**src/rtl/rtc_pkg.sv**
```systemverilog
// Shared types and constants for the RTC bus reader: FSM states, register
// indices and the bus address of each register in sweep order.
package rtc_pkg;

    typedef enum logic [2:0] {
        ST_IDLE   = 3'd0,
        ST_ADDR   = 3'd1,
        ST_GAP    = 3'd2,
        ST_READ   = 3'd3,
        ST_RECOV  = 3'd4,
        ST_COMMIT = 3'd5,
        ST_WAIT   = 3'd6,
        ST_GRANT  = 3'd7
    } state_e;

    localparam logic [3:0] NUM_REGS = 4'd9;

    localparam logic [3:0] IDX_SEG    = 4'd0;
    localparam logic [3:0] IDX_MIN    = 4'd1;
    localparam logic [3:0] IDX_HORA   = 4'd2;
    localparam logic [3:0] IDX_DIA    = 4'd3;
    localparam logic [3:0] IDX_MES    = 4'd4;
    localparam logic [3:0] IDX_YEAR   = 4'd5;
    localparam logic [3:0] IDX_SCRONO = 4'd6;
    localparam logic [3:0] IDX_MCRONO = 4'd7;
    localparam logic [3:0] IDX_HCRONO = 4'd8;

    // Entry 0 sits in the least significant byte.
    localparam logic [8:0][7:0] ADDR_TABLE = {
        8'h43, 8'h42, 8'h41, 8'h26, 8'h25, 8'h24, 8'h23, 8'h22, 8'h21
    };

    function automatic logic [7:0] reg_addr(input logic [3:0] idx);
        logic [7:0] a;
        if (idx < NUM_REGS) begin
            a = ADDR_TABLE[idx];
        end else begin
            a = 8'h00;
        end
        return a;
    endfunction

endpackage

```
**src/rtl/rtc_bus_reader_timer.sv**
```systemverilog
// Loadable down-counter; done is high while the count sits at zero, so a load
// of N-1 on state entry marks the N-th cycle of that state.
module rtc_phase_timer #(
    parameter int W = 2
) (
    input  logic         clk,
    input  logic         rst,
    input  logic         load,
    input  logic [W-1:0] load_val,
    output logic         done
);

    logic [W-1:0] cnt_q;
    logic [W-1:0] cnt_d;

    // Next count: reload, else count down and park at zero.
    always_comb begin
        cnt_d = cnt_q;
        if (load) begin
            cnt_d = load_val;
        end else if (cnt_q != '0) begin
            cnt_d = cnt_q - W'(1);
        end else begin
            cnt_d = cnt_q;
        end
    end

    // Count register with synchronous active-low reset.
    always_ff @(posedge clk) begin
        if (!rst) begin
            cnt_q <= '0;
        end else begin
            cnt_q <= cnt_d;
        end
    end

    assign done = (cnt_q == '0);

endmodule

```
**src/rtl/rtc_bus_reader.sv**
```systemverilog
// Sweeps the RTC over its multiplexed AD bus, buffers a full sweep in a shadow
// copy and commits it atomically; yields the bus to a writer between transactions.
module rtc_bus_reader
    import rtc_pkg::*;
#(
    parameter int PHASE_CYCLES   = 4,
    parameter int REFRESH_CYCLES = 1000000
) (
    input  logic       CLK,
    input  logic       rst,
    input  logic [7:0] ad_in,
    output logic [7:0] ad_out,
    output logic       ad_oe,
    output logic       cs_n,
    output logic       rd_n,
    output logic       wr_n,
    output logic       a_d_n,
    input  logic       wr_req,
    output logic       gnt,
    output logic [7:0] hora,
    output logic [7:0] min,
    output logic [7:0] seg,
    output logic [7:0] dia,
    output logic [7:0] mes,
    output logic [7:0] year,
    output logic [7:0] hcrono,
    output logic [7:0] mcrono,
    output logic [7:0] scrono,
    output logic       fin_crono,
    output logic       upd
);

    localparam int PW = (PHASE_CYCLES > 1) ? $clog2(PHASE_CYCLES) : 1;
    localparam int RW = (REFRESH_CYCLES > 1) ? $clog2(REFRESH_CYCLES) : 1;
    localparam logic [PW-1:0] PHASE_LOAD   = PW'(PHASE_CYCLES - 1);
    localparam logic [RW-1:0] REFRESH_LOAD = RW'(REFRESH_CYCLES - 1);

    state_e          state_q, state_d;
    logic [3:0]      idx_q, idx_d;
    logic [8:0][7:0] shadow_q, shadow_d;
    logic [8:0][7:0] out_q, out_d;
    logic            fin_crono_q, fin_crono_d;
    logic            upd_q, upd_d;
    logic            cs_n_q, cs_n_d, rd_n_q, rd_n_d, wr_n_q, wr_n_d, a_d_n_q, a_d_n_d;
    logic            ad_oe_q, ad_oe_d, gnt_q, gnt_d;
    logic [7:0]      ad_out_q, ad_out_d;
    logic            timer_load, phase_done, refresh_done;

    assign timer_load = (state_d != state_q);

    rtc_phase_timer #(.W(PW)) u_phase_timer (
        .clk      (CLK),
        .rst      (rst),
        .load     (timer_load),
        .load_val (PHASE_LOAD),
        .done     (phase_done)
    );

    rtc_phase_timer #(.W(RW)) u_refresh_timer (
        .clk      (CLK),
        .rst      (rst),
        .load     (timer_load),
        .load_val (REFRESH_LOAD),
        .done     (refresh_done)
    );

    // Next state, register index (doubles as resume index while granted) and shadow capture.
    always_comb begin
        state_d  = state_q;
        idx_d    = idx_q;
        shadow_d = shadow_q;
        case (state_q)
            ST_IDLE: begin
                idx_d = 4'd0;
                if (wr_req) begin
                    state_d = ST_GRANT;
                end else begin
                    state_d = ST_ADDR;
                end
            end
            ST_ADDR: begin
                if (phase_done) begin
                    state_d = ST_GAP;
                end else begin
                    state_d = ST_ADDR;
                end
            end
            ST_GAP: begin
                if (phase_done) begin
                    state_d = ST_READ;
                end else begin
                    state_d = ST_GAP;
                end
            end
            ST_READ: begin
                if (phase_done) begin
                    shadow_d[idx_q] = ad_in;
                    state_d         = ST_RECOV;
                end else begin
                    state_d = ST_READ;
                end
            end
            ST_RECOV: begin
                if (phase_done) begin
                    idx_d = idx_q + 4'd1;
                    if (wr_req) begin
                        state_d = ST_GRANT;
                    end else if (idx_q < IDX_HCRONO) begin
                        state_d = ST_ADDR;
                    end else begin
                        state_d = ST_COMMIT;
                    end
                end else begin
                    state_d = ST_RECOV;
                end
            end
            ST_COMMIT: begin
                idx_d   = 4'd0;
                state_d = ST_WAIT;
            end
            ST_WAIT: begin
                idx_d = 4'd0;
                if (wr_req) begin
                    state_d = ST_GRANT;
                end else if (refresh_done) begin
                    state_d = ST_ADDR;
                end else begin
                    state_d = ST_WAIT;
                end
            end
            ST_GRANT: begin
                // A grant taken after the last register resumes straight into the commit.
                if (wr_req) begin
                    state_d = ST_GRANT;
                end else if (idx_q >= NUM_REGS) begin
                    state_d = ST_COMMIT;
                end else begin
                    state_d = ST_ADDR;
                end
            end
            default: begin
                state_d = ST_IDLE;
                idx_d   = 4'd0;
            end
        endcase
    end

    // Bus strobes and grant, decoded from the next state so they line up with state_q.
    always_comb begin
        cs_n_d   = 1'b1;
        rd_n_d   = 1'b1;
        wr_n_d   = 1'b1;
        a_d_n_d  = 1'b1;
        ad_oe_d  = 1'b0;
        ad_out_d = 8'h00;
        gnt_d    = 1'b0;
        case (state_d)
            ST_ADDR: begin
                cs_n_d   = 1'b0;
                wr_n_d   = 1'b0;
                a_d_n_d  = 1'b0;
                ad_oe_d  = 1'b1;
                ad_out_d = reg_addr(idx_d);
            end
            ST_READ: begin
                cs_n_d = 1'b0;
                rd_n_d = 1'b0;
            end
            ST_GRANT: begin
                gnt_d = 1'b1;
            end
            default: begin
                gnt_d = 1'b0;
            end
        endcase
    end

    // Published values change only on COMMIT, so a display never sees a half-updated sweep.
    always_comb begin
        out_d       = out_q;
        fin_crono_d = fin_crono_q;
        upd_d       = 1'b0;
        if (state_q == ST_COMMIT) begin
            out_d       = shadow_q;
            fin_crono_d = (shadow_q[IDX_HCRONO] == 8'h00) &&
                          (shadow_q[IDX_MCRONO] == 8'h00) &&
                          (shadow_q[IDX_SCRONO] == 8'h00);
            upd_d       = 1'b1;
        end else begin
            upd_d = 1'b0;
        end
    end

    // All state and output registers; reset discards any partial sweep.
    always_ff @(posedge CLK) begin
        if (!rst) begin
            state_q     <= ST_IDLE;
            idx_q       <= 4'd0;
            shadow_q    <= '0;
            out_q       <= '0;
            fin_crono_q <= 1'b0;
            upd_q       <= 1'b0;
            cs_n_q      <= 1'b1;
            rd_n_q      <= 1'b1;
            wr_n_q      <= 1'b1;
            a_d_n_q     <= 1'b1;
            ad_oe_q     <= 1'b0;
            ad_out_q    <= 8'h00;
            gnt_q       <= 1'b0;
        end else begin
            state_q     <= state_d;
            idx_q       <= idx_d;
            shadow_q    <= shadow_d;
            out_q       <= out_d;
            fin_crono_q <= fin_crono_d;
            upd_q       <= upd_d;
            cs_n_q      <= cs_n_d;
            rd_n_q      <= rd_n_d;
            wr_n_q      <= wr_n_d;
            a_d_n_q     <= a_d_n_d;
            ad_oe_q     <= ad_oe_d;
            ad_out_q    <= ad_out_d;
            gnt_q       <= gnt_d;
        end
    end

    assign ad_out    = ad_out_q;
    assign ad_oe     = ad_oe_q;
    assign cs_n      = cs_n_q;
    assign rd_n      = rd_n_q;
    assign wr_n      = wr_n_q;
    assign a_d_n     = a_d_n_q;
    assign gnt       = gnt_q;
    assign seg       = out_q[IDX_SEG];
    assign min       = out_q[IDX_MIN];
    assign hora      = out_q[IDX_HORA];
    assign dia       = out_q[IDX_DIA];
    assign mes       = out_q[IDX_MES];
    assign year      = out_q[IDX_YEAR];
    assign scrono    = out_q[IDX_SCRONO];
    assign mcrono    = out_q[IDX_MCRONO];
    assign hcrono    = out_q[IDX_HCRONO];
    assign fin_crono = fin_crono_q;
    assign upd       = upd_q;

endmodule

```
**config.mk**
```make
export PLATFORM = sky130hd
export DESIGN_NAME = rtc_bus_reader
export DESIGN_NICKNAME = d
export VERILOG_FILES = /design/src/rtl/rtc_pkg.sv /design/src/rtl/rtc_bus_reader_timer.sv /design/src/rtl/rtc_bus_reader.sv
export SDC_FILE = /design/constraint.sdc
export NUM_CORES = 1
export LEC_CHECK = 0
export CAP_MARGIN = 0
export CORE_MARGIN = 2
export CORE_UTILIZATION = 45
export CTS_CLUSTER_SIZE = 40
export DETAILED_ROUTE_END_ITERATION = 8
export DONT_BUFFER_PORTS = 1
export HOLD_SLACK_MARGIN = 0.03
export PLACE_DENSITY_LB_ADDON = 0.2
export SETUP_SLACK_MARGIN = 0.02
export SLEW_MARGIN = 5
export SYNTH_ARGS = -nofsm -noshare
export SYNTH_HDL_FRONTEND = slang
export SYNTH_SLANG_ARGS = --single-unit
```
**constraint.sdc**
```tcl
create_clock -name CLK -period 6.3 [get_ports CLK]
set_input_delay 0 -clock CLK [delete_from_list [all_inputs] [get_ports CLK]]
set_output_delay 0 -clock CLK [all_outputs]
set_load 0.05 [all_outputs]
```
==> results.ini, run 1 <==
[yosys]
ys_types = 55
async_reset_ff_frac = 0
syn_inst = 880
synth_seq_area_share = 0.501
synth-main-ff-cell = dfxtp_1
ys_ff_latch = 185
synth_edf_count = 0
syn_avg_cell_area_um2 = 8.41
yosys_warnings = 0
synth_area_um2 = 7400

[clock_network]
insertion_delay_ns = 0.43
cts_resized = 0
clkSinkCount = 185
clockBufferDepth = 2
htreeDepth = 4
cts-root-buf = clkbuf_16
clk_pin_slew_ns = 0.07
cts_tree = yes
cts-buffers-inserted = 17

[setup_path]
crit_type = flip-flop to flip-flop
worstPathArrival_ns = 3.16
required_ns = 6.62
cp-end-kind = flip-flop
reg2reg_slack_ns = 3.45
critPathLaunchType = flip-flop
critPathMaxFanout = 22

[layout]
fillers = 1567
layout_commonest_cell = nand2_1
multi_input_area_um2 = 3360
stdcell_area_um2 = 8090
syn_to_final_growth_pct = 9.42
final_layout_size_suffix_gt1_frac = 0.0641
regArea_um2 = 3700
final_core_util = 0.506
finalNetCount = 866
mostFrequentLayoutCells = 195 x nand2_1, 185 x dfxtp_1, 120 x a21oi_1

[run]
cap_violations = 0

[floorplanning]
core_um2 = 16000
num_io_pins = 99
die_w_um = 132
die-area_um2 = 17500
start_util = 0.462
dieHeight_um = 132
num_rows = 46

[routing]
firstDrtPassIters = 5
num_vias = 5845
ant_nets = 0
wl_per_cell_um = 16.3
route.detailed.drc = 0
drt-total-wl_um = 17600
viasPerCell = 5.43
drt_first_iter_violations = 348

[pwr]
p_leak_nw = 2.71
powerDensity_nw_per_um2 = 372
peakVddDrop_v = 0.000201
finalPower_mw = 3.01

[sta]
setup_viol = 0
final_max_slew_viol_count = 0
fin_crit_sh = 0.452
rsz0062_at_grt = false
worst_pin_slew_ns = 1.16
max_slew_margin = 0.229
fmax_mhz = 351
min_period_ns = 2.85
finalHoldViolCount = 0
finalSetupTns_ns = 0
finalClockSkew_ns = 0.0114

[global_routing]
overflow = 0
grt_usage = 0.202
grt_pass1_wl_um = 28600
first_global_vias = 5595
grt_max_degree = 117
antenna_found_initial = 3

[place]
placed_cell_area_um2 = 7430
gp_congestion = 0.836
io_buffers = 0
hpwlAfterDp_um = 11300

[outcome]
outcome = finished clean

[min_path]
hp-class = primary input to flip-flop

==> kinds of logic (layout without fill, tap and decap cells) <==
| group | count (synthesis) | in the layout | synth area share |
|---|---|---|---|
| and+or+nand+nor | 380 | 380 | 0.237 |
| muxes | 43 | 43 | 0.0584 |
| adders and majority gates | 10 | 10 | 0.0169 |
| xor gates and xnor gates | 14 | 14 | 0.0166 |
| other | 1 | 5 | 0.000507 |
| DFF | 185 | 185 | 0.501 |
| AOI/OAI and AO/OA | 163 | 163 | 0.123 |
| buffers and inverters | 84 | 60 | 0.0470 |
==> layout make-up <==
cell class,count,area share
timing repair buffer,15,0.0170
clock buffer,20,0.0552
sequential,185,0.458
antenna,2,0.000618
clock inverter,12,0.0144
tap,216,0.0334
inverter,13,0.00634
multi-input combinational,613,0.416
==> routing by layer <==
| layer | vias up | global-route usage | part of all wire |
|---|---|---|---|
| met5 | - | 0 | 0.0015 |
| met4 | 4 | 0.0729 | 0.015 |
| met3 | 27 | 0.0654 | 0.067 |
| met2 | 156 | 0.335 | 0.48 |
| met1 | 2748 | 0.248 | 0.44 |
| li1 | 2910 | - | - |
==> cell usage after synthesis, types with 4 or more instances <==
cell type  instances  area (um2)
xnor2_1           10        87.6
nand2b_1           6        37.5
a21oi_2            4        35.0
or3_1              7        43.8
xor2_1             4        35.0
nand2_1          196         736
and3_1            11        68.8
nor2_1            57         214
nor3_1             9        45.0
nor4_1            19         119
dfxtp_1          185        3700
or4_1              5        37.5
buf_4              4        30.0
o21ai_0           15        75.1
clkbuf_1          57         214
nor2b_1            6        37.5
and2_1             5        31.3
mux2i_1           42         420
a31oi_1            5        31.3
ha_1              10         125
o211ai_1           4        30.0
buf_1              6        22.5
nand3_1           36         180
inv_1             13        48.8
a21oi_1          120         601
==> what timing repair did <==
item,CTS,global route
setup buffers,0,0
hold buffers,10,0
setup endpoints to repair,0,0
endpoints found under the hold margin,124,0
==> flip-flops by register name (all words and copies together), names as in the netlist, 2 cells and up <==
| register | cells |
|---|---|
| mes | 8 |
| ad_out | 5 |
| seg | 8 |
| min | 8 |
| idx_q | 4 |
| u_refresh_timer.cnt_q | 20 |
| dia | 8 |
| hora | 8 |
| scrono | 8 |
| mcrono | 8 |
| hcrono | 8 |
| year | 8 |
| state_q | 3 |
| u_phase_timer.cnt_q | 2 |
| shadow_q | 72 |
==> worst paths after layout <==
check	from	end	cells after the start
worst max register to register	u_refresh_timer.cnt_q[0]	u_refresh_timer.cnt_q[11]	7
worst min-delay path	wr_req	state_q[2]	3
worst max-delay path	u_refresh_timer.cnt_q[0]	u_refresh_timer.cnt_q[11]	7
worst min register to register	shadow_q[32]	mes[0]	2
==> metrics by stage <==
stage | setup WS [ns] | hold WS (ns) | instances
3_5_place_dp | 3.48 | 0.151 | 1032
4_1_cts | 3.46 | 0.0380 | 1074
3_3_place_gp | 3.58 | 0.147 | 1032
5_1_grt | 3.36 | 0.0686 | 1074
2_1_floorplan | 3.73 | 0.337 | 882
6_report | 3.45 | 0.0433 | 1076
==> where the power goes <==
part           leakage (nW)  internal (mW)  switching (mW)
clock                 0.270          0.560           0.461
sequential             1.50           1.25           0.168
combinational         0.946          0.201           0.376
total                  2.71           2.01            1.00
==> worst max-delay path: stages (launching register included) <==
cell     delay [ns]
dfxtp_1        0.33
inv_1          0.12
ha_1           0.17
or4b_1         0.54
or4b_1         0.69
or2_4          0.32
a31o_4         0.34
and3_1         0.20
(Power assumes the default switching activity.)
==> run 2: changes to the inputs <==
==> constraint.sdc (replaced) <==
create_clock -name CLK -period 2.6 [get_ports CLK]
set_input_delay 0 -clock CLK [delete_from_list [all_inputs] [get_ports CLK]]
set_output_delay 0 -clock CLK [all_outputs]
set_load 0.05 [all_outputs]
==> run 2 against run 1 <==
Non-clock buffer count up 18; setup slack worse by 3.3 ns; via count rose by 1.4%; core utilization up 1.5 points; clock-buffer cell count is the same; final cell count increased by 1.8%; routed wire length decreased by 0.68%; design area grew 2.9%; critical path type unchanged; combinational power grew to 2.8 times the previous value; first-iteration DRC count is 14% higher; total power increased to 2.5 times the previous value.
==> results.ini, run 2 (synthesized netlist as in run 1, its figures left out) <==
[setup_path]
critPathMaxFanout = 11  ; -50%
critPathLaunchType = flip-flop
required_ns = 2.96  ; -3.66 ns
cp-end-kind = flip-flop
crit_type = flip-flop to flip-flop
worstPathArrival_ns = 2.83  ; -0.33 ns

[clock_network]
insertion_delay_ns = 0.43  ; about the same
postCtsSetupBuffers = 0  ; unchanged
htreeDepth = 4  ; unchanged
clockBufferDepth = 2  ; unchanged
cts_tree = yes
cts-root-buf = clkbuf_16
cts-buffers-inserted = 17  ; unchanged
clk_pin_slew_ns = 0.07  ; about the same
clkSinkCount = 185  ; unchanged

[outcome]
outcome = finished clean

[global_routing]
grt_pass1_wl_um = 28600  ; about the same
grt_max_degree = 106  ; -9.4%
overflow = 0  ; unchanged
antenna_found_initial = 3  ; unchanged
grt_usage = 0.201  ; -0.000881
first_global_vias = 5652  ; +1.0%

[layout]
instances_no_fill = 1095  ; +1.8%
largestRegisters = shadow_q x72, u_refresh_timer.cnt_q x20
fillers = 1549  ; -1.1%
multi_input_area_um2 = 3380  ; +0.48%
finalNetCount = 885  ; +2.2%
mostFrequentLayoutCells = 195 x nand2_1, 185 x dfxtp_1, 120 x a21oi_1
regArea_um2 = 3700  ; unchanged
layout_commonest_cell = nand2_1
largest_reg_flops = 72  ; unchanged
syn_to_final_growth_pct = 12.6
final_layout_size_suffix_gt1_frac = 0.0878  ; +0.0237
regMostFlops = shadow_q

[routing]
top_layer = met5
drt_first_iter_violations = 396  ; +14%
num_vias = 5926  ; +1.4%
wl_per_cell_um = 15.9  ; -2.4%
wl_met2_um = 8100  ; -4.0%
firstDrtPassIters = 5  ; unchanged
viasPerCell = 5.41  ; -0.37%
drt-total-wl_um = 17500  ; -0.68%
dr_wl_met3_um = 1190  ; +1.1%
ant_nets = 0  ; unchanged
route.detailed.drc = 0  ; unchanged
wl_met1_um = 7850  ; +2.2%

[pwr]
powerDensity_nw_per_um2 = 917  ; +150%
p_leak_nw = 2.84  ; +4.7%
peakVddDrop_v = 0.000487  ; +140%
finalPower_mw = 7.64  ; +150%

[sta]
max_slew_margin = 0.379  ; +0.150
fin_crit_sh = 0.951  ; +0.499
rsz0062_at_grt = false
finalHoldViolCount = 0  ; unchanged
finalSetupTns_ns = 0  ; unchanged
min_period_ns = 2.47  ; -0.373 ns
setup_viol = 0  ; unchanged
finalClockSkew_ns = 0.00930  ; -0.00205 ns
fmax_mhz = 404  ; +15%
worst_pin_slew_ns = 0.930  ; -0.226 ns
whs_ns = 0.0429  ; -0.000466 ns
final_max_slew_viol_count = 0  ; unchanged

[floorplanning]
start_util = 0.462  ; unchanged
die-area_um2 = 17500  ; unchanged
num_io_pins = 99  ; unchanged
num_rows = 46  ; unchanged
dieHeight_um = 132  ; unchanged
die_w_um = 132  ; unchanged
core_um2 = 16000  ; unchanged

[place]
dp_cells = 1050  ; +1.7%
io_buffers = 0  ; unchanged
gp_congestion = 0.851  ; +1.8%
hpwlAfterDp_um = 11500  ; +1.6%

[run]
cap_violations = 0  ; unchanged

[min_path]
hp-class = primary input to flip-flop

-- run 2: power by group --
part | internal [mW] | leakage [nW] | total [mW] | switching (mW)
clock | 1.50 | 0.294 | 2.65 | 1.14
sequential | 3.02 | 1.50 | 3.37 | 0.347
combinational | 0.602 | 1.05 | 1.63 | 1.03
total | 5.12 | 2.84 | 7.64 | 2.52
-- run 2: timing repair --
item	in CTS	in global routing
hold buffers	10	0
gates resized for setup	0	2
setup endpoints to repair	0	14
hold endpoints to repair	118	0
-- run 2: per-layer routing --
layer,track usage,vias up
met5,0,-
met1,0.260,2778
li1,-,2960
met2,0.321,158
met3,0.0596,28
met4,0.0747,2
-- run 2: metrics by stage --
step	utilization	setup slack [ns]	cell area (um2)
detailed placement	0.475	0.106	7600
global placement	0.475	0.176	7600
global route	0.521	0.0283	8330
finish	0.521	0.127	8330
CTS	0.519	0.0865	8310
floorplan	-	0.0317	7400
-- run 2: area by class of cell --
| type | instances | area share |
|---|---|---|
| repair buffers | 33 | 0.0373 |
| well taps | 216 | 0.0324 |
| clock buffers | 20 | 0.0548 |
| flip-flops and latches | 185 | 0.445 |
| multi-input cells | 614 | 0.406 |
| inverters | 13 | 0.00616 |
| diodes | 2 | 0.000601 |
| clock inverters | 12 | 0.0183 |
-- run 2: final timing paths --
check / end / slack [ns] / cells past startpoint / start
worst max-delay path: u_refresh_timer.cnt_q[16] / 0.13 / 7 / u_refresh_timer.cnt_q[0]
worst max register to register: u_refresh_timer.cnt_q[16] / 0.13 / 7 / u_refresh_timer.cnt_q[0]
worst min register to register: seg[4] / 0.45 / 2 / shadow_q[4]
worst min-delay path: state_q[2] / 0.04 / 3 / wr_req
-- run 2: critical path: stages, from the launching register on --
cell and delay (ns):
dfxtp_1 0.33, inv_1 0.13, ha_1 0.17, or4b_1 0.45
or4b_1 0.51, or2_4 0.28, a31o_2 0.36, a21oi_1 0.17
